`config.mk`:
```
export PLATFORM = sky130hd
export DESIGN_NAME = systolic_row_feeder
export DESIGN_NICKNAME = d
export VERILOG_FILES = /design/src/rtl/tpu_pkg.sv /design/src/rtl/feeder_bank.sv /design/src/rtl/systolic_row_feeder.sv
export SDC_FILE = /design/constraint.sdc
export NUM_CORES = 1
export LEC_CHECK = 0
export ABC_AREA = 1
export ABC_CLOCK_PERIOD_IN_PS = 2750
export CAP_MARGIN = 20
export CELL_PAD_IN_SITES_DETAIL_PLACEMENT = 1
export CELL_PAD_IN_SITES_GLOBAL_PLACEMENT = 1
export CORE_UTILIZATION = 45
export CTS_BUF_LIST = sky130_fd_sc_hd__clkbuf_8
export CTS_CLUSTER_SIZE = 14
export DETAILED_ROUTE_END_ITERATION = 6
export PLACE_DENSITY = 0.8
export SLEW_MARGIN = 20
export SYNTH_ARGS = -nofsm -noshare
export SYNTH_HDL_FRONTEND = slang
export SYNTH_HIERARCHICAL = 1
export SYNTH_SLANG_ARGS = --single-unit
export TNS_END_PERCENT = 20
```
`constraint.sdc`:
```
create_clock -name clk -period 2.75 [get_ports clk]
set_input_delay 0.55 -clock clk [delete_from_list [all_inputs] [get_ports clk]]
set_output_delay 0.55 -clock clk [all_outputs]
set_load 0.02 [all_outputs]
```
`src/rtl/tpu_pkg.sv`:
```
// Shared definitions for the PE-array front end: feeder FSM encoding,
// the E4M3 zero code and counter-width helpers.
package tpu_pkg;

    typedef enum logic [1:0] {
        ST_LOAD  = 2'd0,
        ST_CLEAR = 2'd1,
        ST_FEED  = 2'd2,
        ST_DRAIN = 2'd3
    } feed_state_t;

    localparam logic [7:0] E4M3_ZERO = 8'h00;

    function automatic int cnt_w(input int n);
        return (n > 1) ? $clog2(n) : 1;
    endfunction

    function automatic int max_i(input int a, input int b);
        return (a > b) ? a : b;
    endfunction

endpackage

```
`src/rtl/feeder_bank.sv`:
```
// One ROWS x K_DEPTH operand tile: row-major write port with full flag,
// and a combinational read port that applies the diagonal skew for step t.
module feeder_bank
    import tpu_pkg::*;
#(
    parameter int ROWS    = 4,
    parameter int K_DEPTH = 4,
    parameter int DATA_W  = 8,
    parameter int TW      = 3
) (
    input  logic                     clk,
    input  logic                     rst,
    input  logic                     i_we,
    input  logic [DATA_W-1:0]        i_wdata,
    input  logic                     i_release,
    input  logic [TW-1:0]            i_t,
    output logic                     o_full,
    output logic [ROWS*DATA_W-1:0]   o_lanes
);

    localparam int N  = ROWS * K_DEPTH;
    localparam int PW = cnt_w(N);

    logic [PW-1:0]     r_wptr;
    logic              r_full;
    logic [DATA_W-1:0] r_mem [N];
    logic              w_last;

    assign w_last = (r_wptr == PW'(N - 1));
    assign o_full = r_full;

    always_ff @(posedge clk) begin
        if (rst) begin
            r_wptr <= '0;
            r_full <= 1'b0;
        end else begin
            if (i_release)
                r_full <= 1'b0;
            if (i_we) begin
                r_wptr <= w_last ? '0 : r_wptr + 1'b1;
                if (w_last)
                    r_full <= 1'b1;
            end
        end
    end

    always_ff @(posedge clk) begin
        if (i_we)
            r_mem[r_wptr] <= i_wdata;
    end

    // Lane r shows element k of its row when t == r + k.
    always_comb begin
        o_lanes = '0;
        for (int r = 0; r < ROWS; r++) begin
            o_lanes[r*DATA_W +: DATA_W] = DATA_W'(E4M3_ZERO);
            for (int k = 0; k < K_DEPTH; k++) begin
                if (int'(i_t) == r + k)
                    o_lanes[r*DATA_W +: DATA_W] = r_mem[r*K_DEPTH + k];
            end
        end
    end

endmodule

```
`src/rtl/systolic_row_feeder.sv`:
```
// West-edge operand feeder for the PE array: loads a tile, clears, feeds skewed rows, drains.
// Define SYSTOLIC_FEEDER_DBUF_EN for ping-pong banks that load during FEED/DRAIN.
module systolic_row_feeder
    import tpu_pkg::*;
#(
    parameter int ROWS      = 4,
    parameter int K_DEPTH   = 4,
    parameter int DATA_W    = 8,
    parameter int DRAIN_CYC = 8
) (
    input  logic                   clk,
    input  logic                   rst,
    input  logic                   in_valid,
    output logic                   in_ready,
    input  logic [DATA_W-1:0]      in_data,
    output logic [ROWS*DATA_W-1:0] a_row,
    output logic                   clear_out,
    output logic                   busy,
    output logic                   tile_done
);

    localparam int T  = K_DEPTH + ROWS - 1;
    localparam int CW = cnt_w(max_i(T, DRAIN_CYC));

    feed_state_t             r_state;
    feed_state_t             w_state_nxt;
    logic [CW-1:0]           r_cnt;
    logic [CW-1:0]           w_cnt_nxt;
    logic                    w_accept;
    logic                    w_release;
    logic                    w_rd_full;
    logic [ROWS*DATA_W-1:0]  w_rd_lanes;

    assign w_accept  = in_valid && in_ready;
    assign w_release = (r_state == ST_DRAIN) && (r_cnt == CW'(DRAIN_CYC - 1));
    assign busy      = !rst && (r_state != ST_LOAD);

`ifdef SYSTOLIC_FEEDER_DBUF_EN
    logic                   r_rsel;
    logic                   w_wsel;
    logic [1:0]             w_full;
    logic [ROWS*DATA_W-1:0] w_lanes [2];

    // Writes go to the read bank until it fills, then to its partner.
    assign w_wsel     = w_full[r_rsel] ? ~r_rsel : r_rsel;
    assign w_rd_full  = w_full[r_rsel];
    assign w_rd_lanes = w_lanes[r_rsel];
    assign in_ready   = !rst && !w_full[w_wsel];

    always_ff @(posedge clk) begin
        if (rst)
            r_rsel <= 1'b0;
        else if (w_release)
            r_rsel <= ~r_rsel;
    end

    for (genvar b = 0; b < 2; b++) begin : g_bank
        feeder_bank #(
            .ROWS(ROWS), .K_DEPTH(K_DEPTH), .DATA_W(DATA_W), .TW(CW)
        ) u_bank (
            .clk      (clk),
            .rst      (rst),
            .i_we     (w_accept && (w_wsel == 1'(b))),
            .i_wdata  (in_data),
            .i_release(w_release && (r_rsel == 1'(b))),
            .i_t      (w_cnt_nxt),
            .o_full   (w_full[b]),
            .o_lanes  (w_lanes[b])
        );
    end
`else
    assign in_ready = !rst && (r_state == ST_LOAD) && !w_rd_full;

    feeder_bank #(
        .ROWS(ROWS), .K_DEPTH(K_DEPTH), .DATA_W(DATA_W), .TW(CW)
    ) u_bank (
        .clk      (clk),
        .rst      (rst),
        .i_we     (w_accept),
        .i_wdata  (in_data),
        .i_release(w_release),
        .i_t      (w_cnt_nxt),
        .o_full   (w_rd_full),
        .o_lanes  (w_rd_lanes)
    );
`endif

    always_comb begin
        w_state_nxt = r_state;
        w_cnt_nxt   = r_cnt;
        unique case (r_state)
            ST_LOAD: begin
                if (w_rd_full) begin
                    w_state_nxt = ST_CLEAR;
                    w_cnt_nxt   = '0;
                end
            end
            ST_CLEAR: begin
                w_state_nxt = ST_FEED;
                w_cnt_nxt   = '0;
            end
            ST_FEED: begin
                if (r_cnt == CW'(T - 1)) begin
                    w_state_nxt = ST_DRAIN;
                    w_cnt_nxt   = '0;
                end else begin
                    w_cnt_nxt = r_cnt + 1'b1;
                end
            end
            ST_DRAIN: begin
                if (w_release) begin
                    w_state_nxt = ST_LOAD;
                    w_cnt_nxt   = '0;
                end else begin
                    w_cnt_nxt = r_cnt + 1'b1;
                end
            end
            default: begin
                w_state_nxt = ST_LOAD;
                w_cnt_nxt   = '0;
            end
        endcase
    end

    // Outputs are registered from the next state so step t lands in feed cycle t.
    always_ff @(posedge clk) begin
        if (rst) begin
            r_state   <= ST_LOAD;
            r_cnt     <= '0;
            a_row     <= '0;
            clear_out <= 1'b0;
            tile_done <= 1'b0;
        end else begin
            r_state   <= w_state_nxt;
            r_cnt     <= w_cnt_nxt;
            a_row     <= (w_state_nxt == ST_FEED) ? w_rd_lanes : '0;
            clear_out <= (w_state_nxt == ST_CLEAR);
            tile_done <= (w_state_nxt == ST_DRAIN) &&
                         (w_cnt_nxt == CW'(DRAIN_CYC - 1));
        end
    end

endmodule
```
==> impl_metrics.json <==
{
  "diodes": 0,
  "setup.worst_path.class": "reg2out",
  "ys_warn_count": 6,
  "syn_inst": 549,
  "num_vias": 4691,
  "design.core.area_um2": 14700,
  "grtUsageMet1": 0.285,
  "worstMarginPinSlew_ns": 0.868,
  "vdd_drop_max_mv": 0.271,
  "synth_nets": 567,
  "required_ns": 2.20,
  "layout_common_cells": "128 x edfxtp_1, 115 x nand4_1, 53 x inv_1",
  "cts.hold.buffers_added": 0,
  "drtPass1Iterations": 7,
  "grt_max_degree": 51,
  "busiest_layer": "met2",
  "cts_buffer_depth": 2,
  "post_drt_wl_per_cell_um": 21.5,
  "die_x_um": 125,
  "die-area_um2": 15700,
  "ios": 47,
  "die_y_um": 125,
  "layout-drive-gt1-share": 0.176,
  "hold_viol": 0,
  "tritoncts": "yes",
  "post_cts_buffers": 0,
  "synth_top_area_share": 0.561,
  "nFillCells": 1498,
  "reg2reg_from": "r_cnt[1]",
  "drc": 2,
  "final_common_cell": "edfxtp_1",
  "dr.first_iter.drc_count": 469,
  "fin_crit_ns": 2.57,
  "h-tree-depth": 4,
  "clock-sinks": 172,
  "synthesis.area_um2": 6850,
  "antenna_found_initial": 0,
  "cts.repair.resized": 0,
  "tns_ns": 0,
  "cts-buffers-inserted": 17,
  "arrival_ns": 2.02,
  "root_buffer": "clkbuf_8",
  "wl_um": 17300,
  "nets": 629,
  "yosysTopAreaCell": "edfxtp_1",
  "clkTransAtPathRegs_ns": 0.09,
  "grt_pass1_vias": 4901,
  "grt_overflow": 0,
  "rsz0062_at_grt": "false",
  "synth_area_leaders": "edfxtp_1 56%, dfxtp_1 13%, nand4_1 11%",
  "cp-startpoint": "r_state[1]",
  "min_from": "u_bank/o_full",
  "initial_core_util": 0.466,
  "grtUsageMet3": 0.0513,
  "maxSlewViolCount": 0,
  "finClkSkew_ns": 0.0128,
  "leakagePower_uw": 0.00268,
  "viasPerCell": 5.81,
  "holdCritPathClass": "reg2reg",
  "worst_setup_path_start_kind": "flip-flop",
  "fin_util": 0.543,
  "p_per_area_nw_per_um2": 573,
  "numPortBuffers": 46,
  "fmax_mhz": 390,
  "finalCritPeriodShare": 0.933,
  "ant_nets": 0,
  "grt_pass1_wl_um": 27200,
  "met2_usage": 0.407,
  "end_kind": "output pin",
  "dp_hpwl_um": 11200,
  "violations": "DRC",
  "setup_viol": 0,
  "synth_seq_cells": 172,
  "synthDistinctLibCells": 23,
  "maxCapViolations": 0,
  "status": "finished with violations",
  "routabilityCongestion": 0.766,
  "clk_latency_ns": 0.46,
  "critPathMaxFanout": 6,
  "yosysSeqAreaShare": 0.690,
  "rows": 44,
  "syn2layout_area_growth_pct": 16.6,
  "maxSlewHeadroom": 0.420,
  "syn_avg_cell_area_um2": 12.5,
  "groute.usage.overall": 0.234
}
[through the flow]
stage,instance area [um2],setup slack [ns],instances,hold WS (ns),total power (uW)
floorplan,6850,0.826,549,0.450,2880
global placement,7610,0.299,776,0.483,2940
detailed placement,7610,0.280,776,0.487,2950
CTS,7980,0.157,808,0.499,4610
global route,7980,0.0185,808,0.534,4720
finish,7980,0.183,808,0.499,4570
[Yosys cell counts (all sizes together)]
master	instances
edfxtp	128
nand4	115
inv	58
dfxtp	44
nand2	43
nand3	39
nor3	33
nor2	32
buf	29
clkbuf	10
ha	7
a21oi	6
o21ai	3
nor3b	1
or2	1
[metal layers]
metal	vias up	routed length (um)
met3	35	771
met5	-	0
met2	143	9000
li1	2136	-
met1	2377	7130
met4	0	427
[worst paths after layout]
check                                      to  slack, ns  cells after the start
worst min-delay path            u_bank/o_full       0.50                      2
worst max register to register       a_row[8]       0.31                     13
worst max-delay path                 in_ready       0.18                      4
worst min register to register  u_bank/o_full       0.50                      2
[layout make-up]
type                            instances  area (um2)  share of cell area
Timing Repair Buffer                   82         756              0.0947
Multi-Input combinational cell        280        1680               0.211
Inverter                               58         218              0.0273
Sequential cell                       172        4720               0.592
Clock buffer                           19         262              0.0328
Tap cell                              184         230              0.0288
Clock inverter                         13         110              0.0138
[worst max-delay path, stage by stage, from the launching register on]
cell and delay (ns):
dfxtp_1 0.38, nor2_2 0.27, nand2_1 0.16, nor2_1 0.12, clkdlybuf4s50_1 0.62
[registers in the layout, summed over array words and instances (netlist names)]
register and cells:
u_bank/r_mem 128, a_row 32, u_bank/r_wptr 4, u_bank/o_full 1, r_state 2, r_cnt 3
clear_out 1, tile_done 1
[report_power, final]
| part | switching (uW) | internal (uW) | total (uW) |
|---|---|---|---|
| clock | 852 | 830 | 1680 |
| combinational | 64.1 | 26.9 | 91.0 |
| sequential | 5.19 | 2790 | 2800 |
[logic make-up after synthesis]
| logic type | count (synthesis) | synth area share |
|---|---|---|
| simple gates | 264 | 0.226 |
| flops | 172 | 0.690 |
| fa+ha+maj | 7 | 0.0128 |
| buf+inv | 97 | 0.0650 |
| compound gates | 9 | 0.00658 |
No activity file was read; power rests on OpenSTA's default activity.
